==> config.mk <==
export PLATFORM = sky130hd
export DESIGN_NAME = axi4_lite_master_fsm_flat
export DESIGN_NICKNAME = d
export VERILOG_FILES = /design/src/rtl/axi4_lite_master_fsm_if.sv /design/src/rtl/axi4_lite_master_fsm.sv /design/src/flat_wrapper.sv
export SDC_FILE = /design/constraint.sdc
export NUM_CORES = 1
export LEC_CHECK = 0
export CAP_MARGIN = 20
export CORE_ASPECT_RATIO = 1.4
export CORE_MARGIN = 4
export CORE_UTILIZATION = 42
export CTS_BUF_LIST = sky130_fd_sc_hd__clkbuf_4 sky130_fd_sc_hd__clkbuf_8
export CTS_CLUSTER_DIAMETER = 80
export DETAILED_ROUTE_END_ITERATION = 10
export GPL_TIMING_DRIVEN = 0
export PLACE_DENSITY = 0.83
export RECOVER_POWER = 25
export REMOVE_ABC_BUFFERS = 1
export SLEW_MARGIN = 20
export SYNTH_ARGS = -nofsm -noshare
export SYNTH_HDL_FRONTEND = slang
export SYNTH_SLANG_ARGS = --single-unit
==> constraint.sdc <==
create_clock -name clk -period 2.81 [get_ports clk]
set_clock_uncertainty 0.05 [all_clocks]
set_input_delay 0.4215 -clock clk [delete_from_list [all_inputs] [get_ports clk]]
set_output_delay 0.4215 -clock clk [all_outputs]
set_load 0.1 [all_outputs]
==> src/rtl/axi4_lite_master_fsm_if.sv <==
// AXI4-Lite bus bundle between the command-driven master and its slave.
// The master modport drives AR/AW/W valids and payloads plus R/B readies.
interface axi4_lite_master_fsm_if #(
  parameter int unsigned ADDR_WIDTH = 8,
  parameter int unsigned DATA_WIDTH = 32
);
  logic                      arvalid;
  logic                      arready;
  logic [ADDR_WIDTH-1:0]     araddr;
  logic                      rvalid;
  logic                      rready;
  logic [DATA_WIDTH-1:0]     rdata;
  logic [1:0]                rresp;
  logic                      awvalid;
  logic                      awready;
  logic [ADDR_WIDTH-1:0]     awaddr;
  logic                      wvalid;
  logic                      wready;
  logic [DATA_WIDTH-1:0]     wdata;
  logic [DATA_WIDTH/8-1:0]   wstrb;
  logic                      bvalid;
  logic                      bready;
  logic [1:0]                bresp;

  modport master (
    output arvalid, araddr, rready, awvalid, awaddr, wvalid, wdata, wstrb, bready,
    input  arready, rvalid, rdata, rresp, awready, wready, bvalid, bresp
  );

  modport slave (
    input  arvalid, araddr, rready, awvalid, awaddr, wvalid, wdata, wstrb, bready,
    output arready, rvalid, rdata, rresp, awready, wready, bvalid, bresp
  );
endinterface

==> src/rtl/axi4_lite_master_fsm.sv <==
// Single-outstanding AXI4-Lite master: turns a one-beat read/write command
// into an AXI4-Lite transaction and returns a one-cycle response strobe.
// Optional watchdog enabled by defining AXI4_MASTER_TIMEOUT_EN.
// All outputs come from registered state; no input-to-output paths.
module axi4_lite_master_fsm #(
  parameter int unsigned ADDR_WIDTH     = 8,
  parameter int unsigned DATA_WIDTH     = 32,
  parameter int unsigned TIMEOUT_CYCLES = 255
) (
  input  logic                    clk,
  input  logic                    rst,
  input  logic                    i_cmd_valid,
  output logic                    o_cmd_ready,
  input  logic                    i_cmd_write,
  input  logic [ADDR_WIDTH-1:0]   i_cmd_addr,
  input  logic [DATA_WIDTH-1:0]   i_cmd_wdata,
  input  logic [DATA_WIDTH/8-1:0] i_cmd_wstrb,
  output logic                    o_rsp_valid,
  output logic [DATA_WIDTH-1:0]   o_rsp_rdata,
  output logic [1:0]              o_rsp_resp,
`ifdef AXI4_MASTER_TIMEOUT_EN
  output logic                    o_timeout,
`endif
  axi4_lite_master_fsm_if.master  m_axi
);

  if ((DATA_WIDTH != 32 && DATA_WIDTH != 64) || TIMEOUT_CYCLES == 0) begin : g_param_check
    $error("axi4_lite_master_fsm: DATA_WIDTH must be 32/64, TIMEOUT_CYCLES nonzero");
  end

  typedef enum logic [2:0] {
    StIdle, StRdAddr, StRdData, StWrReq, StWrResp, StDone
  } state_e;

  state_e                  r_state, w_state_d;
  logic [ADDR_WIDTH-1:0]   r_addr, w_addr_d;
  logic [DATA_WIDTH-1:0]   r_wdata, w_wdata_d;
  logic [DATA_WIDTH/8-1:0] r_wstrb, w_wstrb_d;
  logic                    r_aw_done, w_aw_done_d;
  logic                    r_w_done, w_w_done_d;
  logic [DATA_WIDTH-1:0]   r_rsp_rdata, w_rsp_rdata_d;
  logic [1:0]              r_rsp_resp, w_rsp_resp_d;
  logic                    w_aw_fire, w_w_fire, w_accept;

  // Outputs decoded purely from registered state.
  assign o_cmd_ready   = (r_state == StIdle);
  assign o_rsp_valid   = (r_state == StDone);
  assign o_rsp_rdata   = r_rsp_rdata;
  assign o_rsp_resp    = r_rsp_resp;
  assign m_axi.arvalid = (r_state == StRdAddr);
  assign m_axi.araddr  = r_addr;
  assign m_axi.rready  = (r_state == StRdData);
  // AW and W are retired independently so either order or both at once works.
  assign m_axi.awvalid = (r_state == StWrReq) && !r_aw_done;
  assign m_axi.awaddr  = r_addr;
  assign m_axi.wvalid  = (r_state == StWrReq) && !r_w_done;
  assign m_axi.wdata   = r_wdata;
  assign m_axi.wstrb   = r_wstrb;
  assign m_axi.bready  = (r_state == StWrResp);

  assign w_aw_fire = m_axi.awvalid && m_axi.awready;
  assign w_w_fire  = m_axi.wvalid && m_axi.wready;
  assign w_accept  = (r_state == StIdle) && i_cmd_valid;

  // Next-state, payload capture and handshake tracking.
  always_comb begin
    w_state_d      = r_state;
    w_addr_d       = r_addr;
    w_wdata_d      = r_wdata;
    w_wstrb_d      = r_wstrb;
    w_aw_done_d    = r_aw_done;
    w_w_done_d     = r_w_done;
    w_rsp_rdata_d  = r_rsp_rdata;
    w_rsp_resp_d   = r_rsp_resp;
    case (r_state)
      StIdle: begin
        if (i_cmd_valid) begin
          w_addr_d    = i_cmd_addr;
          w_wdata_d   = i_cmd_wdata;
          w_wstrb_d   = i_cmd_wstrb;
          w_aw_done_d = 1'b0;
          w_w_done_d  = 1'b0;
          w_state_d   = i_cmd_write ? StWrReq : StRdAddr;
        end
      end
      StRdAddr: begin
        if (m_axi.arready) w_state_d = StRdData;
      end
      StRdData: begin
        if (m_axi.rvalid) begin
          w_rsp_rdata_d = m_axi.rdata;
          w_rsp_resp_d  = m_axi.rresp;
          w_state_d     = StDone;
        end
      end
      StWrReq: begin
        w_aw_done_d = r_aw_done || w_aw_fire;
        w_w_done_d  = r_w_done || w_w_fire;
        if (w_aw_done_d && w_w_done_d) begin
          w_aw_done_d = 1'b0;
          w_w_done_d  = 1'b0;
          w_state_d   = StWrResp;
        end
      end
      StWrResp: begin
        if (m_axi.bvalid) begin
          w_rsp_resp_d = m_axi.bresp;
          w_state_d    = StDone;
        end
      end
      StDone:  w_state_d = StIdle;
      default: w_state_d = StIdle;
    endcase
  end

  // State and datapath registers; reset abandons any transaction in flight.
  always_ff @(posedge clk or posedge rst) begin
    if (rst) begin
      r_state     <= StIdle;
      r_addr      <= '0;
      r_wdata     <= '0;
      r_wstrb     <= '0;
      r_aw_done   <= 1'b0;
      r_w_done    <= 1'b0;
      r_rsp_rdata <= '0;
      r_rsp_resp  <= '0;
    end else begin
      r_state     <= w_state_d;
      r_addr      <= w_addr_d;
      r_wdata     <= w_wdata_d;
      r_wstrb     <= w_wstrb_d;
      r_aw_done   <= w_aw_done_d;
      r_w_done    <= w_w_done_d;
      r_rsp_rdata <= w_rsp_rdata_d;
      r_rsp_resp  <= w_rsp_resp_d;
    end
  end

`ifdef AXI4_MASTER_TIMEOUT_EN
  localparam int unsigned CntWidth = $clog2(TIMEOUT_CYCLES + 1);
  localparam logic [CntWidth-1:0] CntMax = CntWidth'(TIMEOUT_CYCLES);

  logic [CntWidth-1:0] r_to_cnt;
  logic                r_timeout;
  logic                w_busy;

  assign w_busy    = (r_state == StRdAddr) || (r_state == StRdData) ||
                     (r_state == StWrReq)  || (r_state == StWrResp);
  assign o_timeout = r_timeout;

  // Watchdog: counts busy cycles, saturates at the limit, flag is sticky.
  always_ff @(posedge clk or posedge rst) begin
    if (rst) begin
      r_to_cnt  <= '0;
      r_timeout <= 1'b0;
    end else if (w_accept) begin
      r_to_cnt  <= '0;
      r_timeout <= 1'b0;
    end else if (w_busy && (r_to_cnt != CntMax)) begin
      r_to_cnt <= r_to_cnt + 1'b1;
      if (r_to_cnt == CntMax - 1'b1) r_timeout <= 1'b1;
    end
  end
`else
  // Watchdog not built; the accept strobe has no other consumer.
  logic w_unused_accept;
  assign w_unused_accept = w_accept;
`endif

endmodule

==> src/flat_wrapper.sv <==
// flat-port wrapper written by rule: the top's interface ports become plain ports
module axi4_lite_master_fsm_flat 
#(
  parameter int unsigned ADDR_WIDTH     = 8,
  parameter int unsigned DATA_WIDTH     = 32,
  parameter int unsigned TIMEOUT_CYCLES = 255
)
  (clk, rst, i_cmd_valid, o_cmd_ready, i_cmd_write, i_cmd_addr, i_cmd_wdata, i_cmd_wstrb, o_rsp_valid, o_rsp_rdata, o_rsp_resp, m_axi_arvalid, m_axi_araddr, m_axi_rready, m_axi_awvalid, m_axi_awaddr, m_axi_wvalid, m_axi_wdata, m_axi_wstrb, m_axi_bready, m_axi_arready, m_axi_rvalid, m_axi_rdata, m_axi_rresp, m_axi_awready, m_axi_wready, m_axi_bvalid, m_axi_bresp);
  axi4_lite_master_fsm_if #(.ADDR_WIDTH(ADDR_WIDTH), .DATA_WIDTH(DATA_WIDTH)) m_axi_i ();
  input  logic clk;
  input  logic rst;
  input  logic i_cmd_valid;
  output logic o_cmd_ready;
  input  logic i_cmd_write;
  input  logic [ADDR_WIDTH-1:0] i_cmd_addr;
  input  logic [DATA_WIDTH-1:0] i_cmd_wdata;
  input  logic [DATA_WIDTH/8-1:0] i_cmd_wstrb;
  output logic o_rsp_valid;
  output logic [DATA_WIDTH-1:0] o_rsp_rdata;
  output logic [1:0] o_rsp_resp;
  output wire logic [$bits(m_axi_i.arvalid)-1:0] m_axi_arvalid;
  output wire logic [$bits(m_axi_i.araddr)-1:0] m_axi_araddr;
  output wire logic [$bits(m_axi_i.rready)-1:0] m_axi_rready;
  output wire logic [$bits(m_axi_i.awvalid)-1:0] m_axi_awvalid;
  output wire logic [$bits(m_axi_i.awaddr)-1:0] m_axi_awaddr;
  output wire logic [$bits(m_axi_i.wvalid)-1:0] m_axi_wvalid;
  output wire logic [$bits(m_axi_i.wdata)-1:0] m_axi_wdata;
  output wire logic [$bits(m_axi_i.wstrb)-1:0] m_axi_wstrb;
  output wire logic [$bits(m_axi_i.bready)-1:0] m_axi_bready;
  input wire logic [$bits(m_axi_i.arready)-1:0] m_axi_arready;
  input wire logic [$bits(m_axi_i.rvalid)-1:0] m_axi_rvalid;
  input wire logic [$bits(m_axi_i.rdata)-1:0] m_axi_rdata;
  input wire logic [$bits(m_axi_i.rresp)-1:0] m_axi_rresp;
  input wire logic [$bits(m_axi_i.awready)-1:0] m_axi_awready;
  input wire logic [$bits(m_axi_i.wready)-1:0] m_axi_wready;
  input wire logic [$bits(m_axi_i.bvalid)-1:0] m_axi_bvalid;
  input wire logic [$bits(m_axi_i.bresp)-1:0] m_axi_bresp;
  assign m_axi_arvalid = m_axi_i.arvalid;
  assign m_axi_araddr = m_axi_i.araddr;
  assign m_axi_rready = m_axi_i.rready;
  assign m_axi_awvalid = m_axi_i.awvalid;
  assign m_axi_awaddr = m_axi_i.awaddr;
  assign m_axi_wvalid = m_axi_i.wvalid;
  assign m_axi_wdata = m_axi_i.wdata;
  assign m_axi_wstrb = m_axi_i.wstrb;
  assign m_axi_bready = m_axi_i.bready;
  assign m_axi_i.arready = m_axi_arready;
  assign m_axi_i.rvalid = m_axi_rvalid;
  assign m_axi_i.rdata = m_axi_rdata;
  assign m_axi_i.rresp = m_axi_rresp;
  assign m_axi_i.awready = m_axi_awready;
  assign m_axi_i.wready = m_axi_wready;
  assign m_axi_i.bvalid = m_axi_bvalid;
  assign m_axi_i.bresp = m_axi_bresp;
  axi4_lite_master_fsm #(.ADDR_WIDTH(ADDR_WIDTH), .DATA_WIDTH(DATA_WIDTH), .TIMEOUT_CYCLES(TIMEOUT_CYCLES)) u_core (.clk(clk), .rst(rst), .i_cmd_valid(i_cmd_valid), .o_cmd_ready(o_cmd_ready), .i_cmd_write(i_cmd_write), .i_cmd_addr(i_cmd_addr), .i_cmd_wdata(i_cmd_wdata), .i_cmd_wstrb(i_cmd_wstrb), .o_rsp_valid(o_rsp_valid), .o_rsp_rdata(o_rsp_rdata), .o_rsp_resp(o_rsp_resp), .m_axi(m_axi_i));
endmodule
==> flow_summary.ini <==
[sta]
rsz0062_at_grt = false
slew_headroom = -0.0373
final-setup-viol-count = 0
hold_viol = 0
fin_crit_sh = 0.953
setup-tns-final_ps = 0
fin_crit_ps = 2680
fmaxAchievable_mhz = 373
worst-slew-pin-transition_ps = 1550
fin_ws_ps = 133
maxSlewViolCount = 41

[layout]
drive_gt1_frac = 0.256
area_growth_pct = 53.3
postLayoutCellArea_mm2 = 0.00558
final_nets = 487
final_core_util = 0.673
num_antenna_cells = 0

[floorplanning]
dieArea_mm2 = 0.0102
io_pins = 182
core_area_mm2 = 0.00830
die_h_um = 118
floorplan.rows = 39
start_util = 0.439
die_w_um = 86.7

[setup_path]
end_kind = primary output
cp.required_ps = 2340
start_kind = flip-flop
r2r-start = u_core.r_state[1]$_DFFE_PP0P_
path_max_fanout = 15
worstPathArrival_ps = 2210
crit_type = reg -> out
startpoint = u_core.r_state[1]$_DFFE_PP0P_

[global_routing]
grt_usage = 0.162
grt_overflow = 0
grt_pass1_wl_um = 12900
antenna_found_initial = 0
grt_max_degree = 47
grt_pass1_vias = 2646

[clocking]
cts_resized = 7
clkTransAtPathRegs_ps = 80
htreeDepth = 3
numCtsBuffers = 9
postCtsHoldBufs = 0
clock_latency_ps = 350
clockBufferDepth = 2
cts_root_buf = clkbuf_8
cts_setup_buffers = 0
cts_tree = yes
cts_sinks = 83

[placed_design]
placed_area_mm2 = 0.00537
post-place-ws_ps = 118
finalWeightedCongestion = 0.791
dp_hpwl_um = 6180
portBuffers = 181

[min_path]
hp-start = u_core.m_axi.wstrb[2]$_DFFE_PP0P_
min_path_type = reg -> reg

[outcome]
violations = max-capacitance violations, max-slew violations
status = complete, but fails checks

[synth]
ys_top_cells_by_area = dfrtp_1, mux2_4, mux2_2
yosys-top-cells-count = dfrtp_1, mux2_4, mux2_2
synth_ff_type = dfrtp_1
synth_edf_count = 0
postSynthAreaPerCell_um2 = 16.2
yosysMostFrequentCell = dfrtp_1
synth_top_area_frac = 0.571
synth_cell_type_count = 31
synth_seq_area_share = 0.571
synth_top_area_cell = dfrtp_1
ys_ff_latch = 83
async_flop_share = 1.00
syn_area_mm2 = 0.00364
syn_inst = 225
yosys_warnings = 0

[drt]
route.top_layer_used = met4
wl_met1_um = 3180
vias_per_cell = 4.83
dr.pass1.iters = 4
wire_per_inst_um = 16.5
ant_nets = 0
drt-total-wl_um = 8320
num_vias = 2433
wl_met2_um = 4120
wl_met3_um = 786
drtIter0Drc = 42
route.detailed.drc = 0

[job]
cap_violations = 1
==> cell usage in the layout (no fill, tap or decap), types with 2 or more instances in the layout <==
master | Yosys | layout
nor2_1 | 12 | 12
nor3_1 | 2 | 2
nand2b_1 | 2 | 2
o22ai_1 | 2 | 2
nand2_1 | 3 | 3
dlygate4sd2_1 | 0 | 6
mux2_2 | 38 | 38
mux2i_1 | 2 | 2
bufinv_16 | 0 | 3
clkbuf_8 | 0 | 9
mux2_4 | 39 | 39
clkinv_2 | 0 | 3
clkdlybuf4s50_1 | 0 | 173
inv_1 | 3 | 3
dfrtp_1 | 83 | 83
nor3b_2 | 2 | 2
==> logic make-up (layout without fill, tap and decap cells) <==
logic type / count (synthesis) / in the layout / share of synthesized area
flops: 83 / 83 / 0.571
buf+inv: 23 / 200 / 0.0677
compound gates: 9 / 9 / 0.0192
mux: 79 / 79 / 0.284
simple gates: 31 / 31 / 0.0584
==> path summary, 6_finish.rpt <==
| check | end | cells after the start | slack [ps] |
|---|---|---|---|
| worst max-delay path | m_axi_rready | 2 | 130 |
| worst min-delay path | u_core.m_axi.wstrb[2]$_DFFE_PP0P_ | 1 | 460 |
| worst max register to register | u_core.o_rsp_rdata[28]$_DFFE_PP0P_ | 2 | 640 |
| worst min register to register | u_core.m_axi.wstrb[2]$_DFFE_PP0P_ | 1 | 460 |
| max in group asynchronous | u_core.o_rsp_rdata[30]$_DFFE_PP0P_ | 2 | 870 |
| min in group asynchronous | u_core.m_axi.araddr[2]$_DFFE_PP0P_ | 2 | 920 |
==> metal layers <==
layer	track usage	vias up
met5	0	-
met4	0.0789	0
met3	0.0536	17
met2	0.268	125
met1	0.187	1169
li1	-	1122
==> critical path, stage by stage, from the launching register on <==
cell,delay (ps)
dfrtp_1,670
nor3b_2,300
dlygate4sd2_1,880
==> per-stage QoR <==
step / hold slack [ps] / instances
after floorplan: 428 / 205
after global placement: 433 / 488
after detailed placement: 441 / 489
after CTS: 412 / 504
after global routing: 470 / 504
final: 458 / 504
==> area by class of cell <==
class / count / area [um^2]
flip-flops and latches: 83 / 2080
multi-input cells: 119 / 1320
inverters: 3 / 11.3
repair buffers: 182 / 1820
well taps: 102 / 128
fillers: 615 / 2720
clock buffers: 9 / 124
clock inverters: 6 / 105
==> sequential cells by signal, indices dropped and copies added (netlist names) <==
| name | cells |
|---|---|
| u_core.m_axi.araddr | 8 |
| u_core.m_axi.wdata | 32 |
| u_core.m_axi.wstrb | 4 |
| u_core.o_rsp_rdata | 32 |
| u_core.o_rsp_resp | 2 |
| u_core.r_aw_done | 1 |
| u_core.r_state | 3 |
| u_core.r_w_done | 1 |
Power is left out: the tool's default activity adds up to more than one toggle a clock period on the data nets, which glitch-free logic cannot reach.
